<file path="config.mk">
export PLATFORM = sky130hd
export DESIGN_NAME = regbus_arbiter
export DESIGN_NICKNAME = d
export VERILOG_FILES = /design/src/rtl/regbus_arbiter.sv
export SDC_FILE = /design/constraint.sdc
export NUM_CORES = 1
export LEC_CHECK = 0
export ABC_AREA = 1
export CELL_PAD_IN_SITES_DETAIL_PLACEMENT = 1
export CELL_PAD_IN_SITES_GLOBAL_PLACEMENT = 1
export CORE_MARGIN = 1
export CORE_UTILIZATION = 25
export CTS_BUF_LIST = sky130_fd_sc_hd__clkbuf_4
export CTS_CLUSTER_DIAMETER = 120
export DETAILED_ROUTE_END_ITERATION = 6
export PLACE_DENSITY_LB_ADDON = 0.1
export SYNTH_ARGS = -nofsm -noshare
export SYNTH_HDL_FRONTEND = slang
export SYNTH_SLANG_ARGS = --single-unit
</file>
<file path="constraint.sdc">
create_clock -name clk -period 2.5 [get_ports clk]
set_clock_uncertainty 0.1 [all_clocks]
set_input_delay 0.5 -clock clk [delete_from_list [all_inputs] [get_ports clk]]
set_output_delay 0.5 -clock clk [all_outputs]
set_load 0.01 [all_outputs]
</file>
<file path="src/rtl/regbus_arbiter.sv">
// -----------------------------------------------------------------------------
// regbus_arbiter
//
// Two-requester arbiter in front of a single shared register file. Each grant
// runs through IDLE -> ACCESS -> DONE -> RELEASE:
//    IDLE    : pick a winner (round-robin on a tie) and latch its request.
//    ACCESS  : drive the register file and capture reg_rdata for the winner.
//    DONE    : the winner's ack is high (with err if the write was refused).
//    RELEASE : wait for the winner to drop req so that one request gives
//              exactly one ack.
//
// Ports
//    clk                  single clock, every register updates on its rising edge
//    rst_n                synchronous active-low reset
//    req0/req1            access request, one per requester
//    we0/we1              1 = write, 0 = read
//    addr0/addr1          target register address
//    wdata0/wdata1        write data
//    ack0/ack1            one-cycle completion pulse
//    err0/err1            one-cycle pulse with ack: the write was refused
//    rdata0/rdata1        read data captured during that requester's access
//    lock                 write-protect addresses LOCK_LO..LOCK_HI
//    reg_we               register-file write strobe (high only in ACCESS)
//    reg_addr             register-file address (0 outside ACCESS)
//    reg_wdata            register-file write data (0 outside ACCESS)
//    reg_rdata            combinational register-file read data at reg_addr
// -----------------------------------------------------------------------------
module regbus_arbiter #(
   parameter int ADDR_W  = 3,
   parameter int DATA_W  = 8,
   parameter int LOCK_LO = 2,
   parameter int LOCK_HI = 5
) (
   input  logic              clk,
   input  logic              rst_n,
   input  logic              req0,
   input  logic              req1,
   input  logic              we0,
   input  logic              we1,
   input  logic [ADDR_W-1:0] addr0,
   input  logic [ADDR_W-1:0] addr1,
   input  logic [DATA_W-1:0] wdata0,
   input  logic [DATA_W-1:0] wdata1,
   output logic              ack0,
   output logic              ack1,
   output logic              err0,
   output logic              err1,
   output logic [DATA_W-1:0] rdata0,
   output logic [DATA_W-1:0] rdata1,
   input  logic              lock,
   output logic              reg_we,
   output logic [ADDR_W-1:0] reg_addr,
   output logic [DATA_W-1:0] reg_wdata,
   input  logic [DATA_W-1:0] reg_rdata
);

   typedef enum logic [1:0] {
      IDLE    = 2'd0,
      ACCESS  = 2'd1,
      DONE    = 2'd2,
      RELEASE = 2'd3
   } state_t;

   localparam logic [ADDR_W-1:0] LOCK_LO_A = ADDR_W'(LOCK_LO);
   localparam logic [ADDR_W-1:0] LOCK_HI_A = ADDR_W'(LOCK_HI);

   state_t            r_state;
   logic              r_last;     // requester granted most recently
   logic              r_grant;    // requester owning the current grant
   logic              r_we;
   logic [ADDR_W-1:0] r_addr;
   logic [DATA_W-1:0] r_wdata;
   logic              r_ack0;
   logic              r_ack1;
   logic              r_err0;
   logic              r_err1;
   logic [DATA_W-1:0] r_rdata0;
   logic [DATA_W-1:0] r_rdata1;

   logic              w_win;
   logic              w_access;
   logic              w_in_lock;
   logic              w_reject;
   logic              w_req_win;

   // On a tie the requester not granted last wins; otherwise whoever asks.
   // With only req1 high, ~req0 is 1; with only req0 high it is 0.
   assign w_win     = (req0 && req1) ? ~r_last : ~req0;

   assign w_access  = (r_state == ACCESS);
   assign w_in_lock = (r_addr >= LOCK_LO_A) && (r_addr <= LOCK_HI_A);

   // Address 0 is the read-only ID register. lock is looked at live during
   // the ACCESS cycle only; the verdict is frozen into err on leaving ACCESS,
   // so later lock changes cannot alter an access already past that point.
   assign w_reject  = r_we && ((r_addr == '0) || (lock && w_in_lock));

   assign w_req_win = r_grant ? req1 : req0;

   // The bus is driven from the latched request, so a requester dropping req
   // (or changing addr after dropping it) mid-access cannot disturb the cycle.
   assign reg_we    = w_access && r_we && !w_reject;
   assign reg_addr  = w_access ? r_addr  : '0;
   assign reg_wdata = w_access ? r_wdata : '0;

   assign ack0      = r_ack0;
   assign ack1      = r_ack1;
   assign err0      = r_err0;
   assign err1      = r_err1;
   assign rdata0    = r_rdata0;
   assign rdata1    = r_rdata1;

   always_ff @(posedge clk) begin
      if (!rst_n) begin
         r_state  <= IDLE;
         r_last   <= 1'b1;   // so requester 0 wins the first tie
         r_grant  <= 1'b0;
         r_we     <= 1'b0;
         r_addr   <= '0;
         r_wdata  <= '0;
         r_ack0   <= 1'b0;
         r_ack1   <= 1'b0;
         r_err0   <= 1'b0;
         r_err1   <= 1'b0;
         r_rdata0 <= '0;
         r_rdata1 <= '0;
      end else begin
         // ack/err are single-cycle pulses: raised only on ACCESS -> DONE.
         r_ack0 <= 1'b0;
         r_ack1 <= 1'b0;
         r_err0 <= 1'b0;
         r_err1 <= 1'b0;

         case (r_state)
            IDLE: begin
               if (req0 || req1) begin
                  r_grant <= w_win;
                  r_last  <= w_win;
                  r_we    <= w_win ? we1    : we0;
                  r_addr  <= w_win ? addr1  : addr0;
                  r_wdata <= w_win ? wdata1 : wdata0;
                  r_state <= ACCESS;
               end
            end

            ACCESS: begin
               // Read data is captured for writes as well as reads.
               if (r_grant) begin
                  r_rdata1 <= reg_rdata;
                  r_ack1   <= 1'b1;
                  r_err1   <= w_reject;
               end else begin
                  r_rdata0 <= reg_rdata;
                  r_ack0   <= 1'b1;
                  r_err0   <= w_reject;
               end
               r_state <= DONE;
            end

            DONE: begin
               r_state <= RELEASE;
            end

            RELEASE: begin
               // A requester holding req after its ack is not re-granted until
               // it drops req; the other side is then served by round-robin.
               if (!w_req_win) begin
                  r_state <= IDLE;
               end
            end

            default: begin
               r_state <= IDLE;
            end
         endcase
      end
   end

endmodule

</file>
Yosys cells after proc, flatten, opt, wreduce, memory -nomap -nowiden
Cells that the tools add are included.
Widths: inputs -> output; s select.
{"block": "op_classes", "n_lt_le_gt_ge": 2, "bitwise": 5, "n_eq_ne": 5, "mux": 12, "n_reduce_logical": 18}
{"operator": "$mux 8", "n": 2}
{"operator": "$reduce_and 2->1", "n": 5}
{"operator": "$pmux 2 s4", "n": 1}
{"operator": "$logic_and 1x1->1", "n": 6}
{"operator": "$mux 3", "n": 2}
{"operator": "$mux 1", "n": 5}
{"operator": "$not 1->1", "n": 5}
{"operator": "$eq 2x2->1 const B", "n": 2}
{"operator": "$mux 2", "n": 2}
{"operator": "$ne 2x2->1 const B", "n": 2}
{"operator": "$ge 3x2->1 const B", "n": 1}
{"operator": "$le 3x3->1 const B", "n": 1}
{"operator": "$logic_not 3->1", "n": 1}
{"operator": "$reduce_and 3->1", "n": 1}
{"operator": "$reduce_or 3->1", "n": 1}
{"operator": "$eq 2x1->1 const B", "n": 1}
{"operator": "$logic_not 2->1", "n": 1}
{"operator": "$logic_or 1x1->1", "n": 2}
{"operator": "$logic_not 1->1", "n": 1}
{"block": "word_totals", "register_bits": 36, "in_bits": 37, "elab_cells": 54, "out_inout_bits": 32}

Depth between registers and ports, before layout
{"block": "logic_depth", "ltp_word": 7, "mapped_depth": 8, "mapped_depth_nobuf": 7}

Worst setup path before layout
OpenSTA, ideal clock, no wires.
{"block": "synth_timing", "path_kind": "register to output", "start": "reg r_state[1]", "end": "out reg_addr[0]", "n_path_buf": 1, "arrival_ps": 1051, "stages_incl_launch_ff": 6, "required_time_ps": 1900, "path_slack_ps": 849, "cell_sequence": "dfxtp_1 -> inv_1 -> ha_1 -> clkbuf_1 -> nand2_1 -> inv_1"}
{"block": "synth_between", "elab_chain_cells": 2}
{"element": "from (decl)", "line_no": "67", "rtl": "state_t r_state;"}
{"element": "from (signal assigned)", "line_no": "115", "rtl": "r_state <= IDLE;"}
{"element": "from (signal assigned)", "line_no": "142", "rtl": "r_state <= ACCESS;"}
{"element": "from (signal assigned)", "line_no": "157", "rtl": "r_state <= DONE;"}
{"element": "$eq 2x1->1", "line_no": "90", "rtl": "assign w_access = (r_state == ACCESS);"}
{"element": "$mux 3", "line_no": "103", "rtl": "assign reg_addr = w_access ? r_addr : '0;"}
{"element": "to (decl)", "line_no": "52", "rtl": "output logic [ADDR_W-1:0] reg_addr,"}
Every way passes these cells.

Worst setup path after layout
{"block": "layout_timing", "start": "reg r_state[1]", "end": "out reg_addr[1]"}
Same word-level chain as after synthesis.

==> impl_metrics.csv <==
group,metric,value,unit
run_status,outcome,"completed",
timing,worstMarginPinSlew,0.511,ns
final_layout,nets,368,
yosys,ys.warnings.count,0,
power_and_ir_drop,powerDensity,961,nW/µm²
die,die-width,86.0,µm
clocking,cts_hold_buf,0,
clocking,path_clk_slew,0.12,ns
timing,rsz0062_at_grt,"false",
route,firstDrtPassIters,4,
die,die-area,7400,µm²
final_layout,drive_gt1_share,8.56,%
yosys,yosys.area.top_type,"dfxtp_1",
clocking,worstSkewPairLatency,0.34,ns
placed_design,port_buffers,68,
yosys,synthCells,253,
global_route,grt_pass1_vias,1680,
final_layout,seqCellArea,722,µm²
yosys,netlist_top_cells_count,"inv_1, nand2_1, nor2_1, dfxtp_1, nand3_1",
setup_path,crit_required,1.90,ns
final_layout,fillers,875,
final_layout,syn2layout_area_growth,51.2,%
yosys,synth_fp_nets,295,
route,drc,0,
yosys,synth_area_leaders,"dfxtp_1, inv_1, nand2_1, nor2_1, nand3_1",
route,wl_per_cell,10.9,µm
global_route,grt_pass1_wl,7650,µm
yosys,ys.flop_type,"dfxtp_1",
die,core_area,6790,µm²
setup_path,cp-end-kind,"output port",
clocking,cts.sinks,36,
timing,maxSlewHeadroom,65.9,%
timing,max_freq,0.424,GHz
timing,finalHoldViolCount,0,
yosys,yosysSeqAreaShare,40.9,%
setup_path,worstPathMaxFanout,8,
yosys,synth_cell_type_count,22,
final_layout,diodes,0,
yosys,synth_most_common_cell,"inv_1",
setup_path,start_kind,"flop",
setup_path,path_cells,"inv_2 > ha_4 > buf_4 > nand2_1 > inv_1 > clkdlybuf4s50_1",
global_route,grt-ovfl-total,0,
power_and_ir_drop,p_clk_share,23.9,%
run,cap_viol_max_count,0,
clocking,clk_path_buf_depth,2,
die,io_pins,69,
power_and_ir_drop,switchingPower,0.000879,W
placed_design,dp.final_hpwl,3560,µm
global_route,grt_max_degree,20,
setup_path,critPathKind,"flop to output port",
power_and_ir_drop,p_sw_share,34.3,%
timing,period_share,94.2,%
die,rows,30,
die,initial_core_util,26.0,%
placed_design,gp_congestion,0.690,
timing,period_minus_slack,2.36,ns
route,viasPerCell,4.14,
power_and_ir_drop,ir_drop,0.242,mV
clocking,cts_tree,"built",
route,drtIter0Drc,28,
setup_path,worstPathArrival,1.76,ns
power_and_ir_drop,seqPwrFrac,33.4,%
worst_hold_path,min_path_type,"flop to flop",
power_and_ir_drop,combPwrFrac,42.8,%
timing,maxSlewViolCount,0,
yosys,ys_ff_latch,36,
yosys,synth_edf_count,0,
yosys,syn_area_per_cell,6.97,µm²
yosys,synth_top_area_share,40.9,%
yosys,syn_area,1760,µm²
global_route,grt_util_all_layers,13.3,%
yosys,postSynth.asyncResetShare,0,%
timing,setup_tns,0,ns
power_and_ir_drop,leakage,1.26,nW
setup_path,slowest_stage,"clkdlybuf4s50_1",
die,die_h,86.0,µm
timing,setup_violations,0,
route,vias,1751,
clocking,numCtsBuffers,5,
power_and_ir_drop,p_int,0.00168,W
power_and_ir_drop,power,0.00256,W
route,totalWireLength,4620,µm
final_layout,multiInputGateArea,776,µm²
clocking,h-tree-depth,2,
route,antenna_left,0,
global_route,antenna_found_initial,0,
clocking,root_buffer,"clkbuf_4",
setup_path,slowest_delay,0.52,ns
==> flip-flops by register name, summed over array words and instances, names as in the netlist <==
signal,flops
r_wdata,8
rdata0,8
rdata1,8
r_addr,3
r_state,2
ack0,1
ack1,1
err0,1
err1,1
r_grant,1
r_last,1
r_we,1
==> logic make-up (layout without fill, tap and decap cells) <==
family                   count (synthesis)  count (layout)  synth area share, %
adder cells (fa/ha/maj)                  5               5                 3.55
AO/OA/AOI/OAI                           34              34                 10.9
AND/OR/NAND/NOR                        120             120                 28.8
flip-flops                              36              36                 40.9
buffers and inverters                   58             132                 15.9
==> cell type report <==
cell class | instances | share of cell area, %
clock buffer | 5 | 1.41
sequential | 36 | 27.1
multi-input combinational | 159 | 29.1
clock inverter | 3 | 3.38
tap | 96 | 4.50
inverter | 49 | 6.99
timing repair buffer | 75 | 27.6
==> power groups by stage <==
stage / registers, W / clock network [W] / logic, W
6_report: 0.000855 / 0.000611 / 0.00110
3_5_place_dp: 0.000868 / 0 / 0.00110
4_1_cts: 0.000858 / 0.000631 / 0.00112
3_3_place_gp: 0.000865 / 0 / 0.00108
5_1_grt: 0.000882 / 0.000655 / 0.00126
2_1_floorplan: 0.000883 / 0 / 0.000644
==> worst paths after layout <==
kind	start	endpoint	slack (ns)	cells after the start
max	r_state[1]	reg_addr[1]	0.14	6
min	rdata1[5]	rdata1[5]	0.40	2
max reg2reg	r_state[1]	rdata1[7]	0.91	6
min reg2reg	rdata1[5]	rdata1[5]	0.40	2
==> metrics by stage <==
step	setup slack, ns	instances	hold WS (ns)	util (%)	area [µm²]
2_1_floorplan	0.849	253	0.381	-	1760
3_3_place_gp	0.0429	414	0.365	37.0	2520
3_5_place_dp	0.0270	414	0.377	37.0	2520
4_1_cts	0.0181	422	0.401	39.1	2660
5_1_grt	0.00124	423	0.418	39.3	2670
6_report	0.144	423	0.396	39.3	2670
==> critical path, delay by kind of cell, from the launching register on <==
family	cells	cell delay, ns
DFF	1	0.36
and+or+nand+nor	1	0.05
adders and majority gates	1	0.19
buffers and inverters	4	0.81
==> cell usage in the layout (no fill, tap or decap), drive strengths merged <==
| cell | count |
|---|---|
| clkdlybuf4s50 | 67 |
| nand2 | 50 |
| bufinv | 3 |
| nand3 | 28 |
| inv | 49 |
| or2 | 1 |
| dfxtp | 36 |
| nor2 | 41 |
| o21ai | 17 |
| dlymetal6s2s | 1 |
| ha | 5 |
| buf | 7 |
| o211ai | 1 |
| clkbuf | 5 |
| a21oi | 16 |
==> repair_timing <==
item,4_1_cts,5_1_grt
gates cloned,0,0
setup buffers,0,1
setup endpoints to repair,12,9
resized for setup,2,3
==> layer usage <==
layer / global-route usage [%] / share of wire (%) / vias up
met3: 3.37 / 4.0 / 7
li1: - / - / 915
met4: 4.09 / 1.3 / 0
met2: 22.9 / 48 / 40
met5: 0 / 0 / -
met1: 16.1 / 47 / 789
No activity file was read; power rests on OpenSTA's default activity.
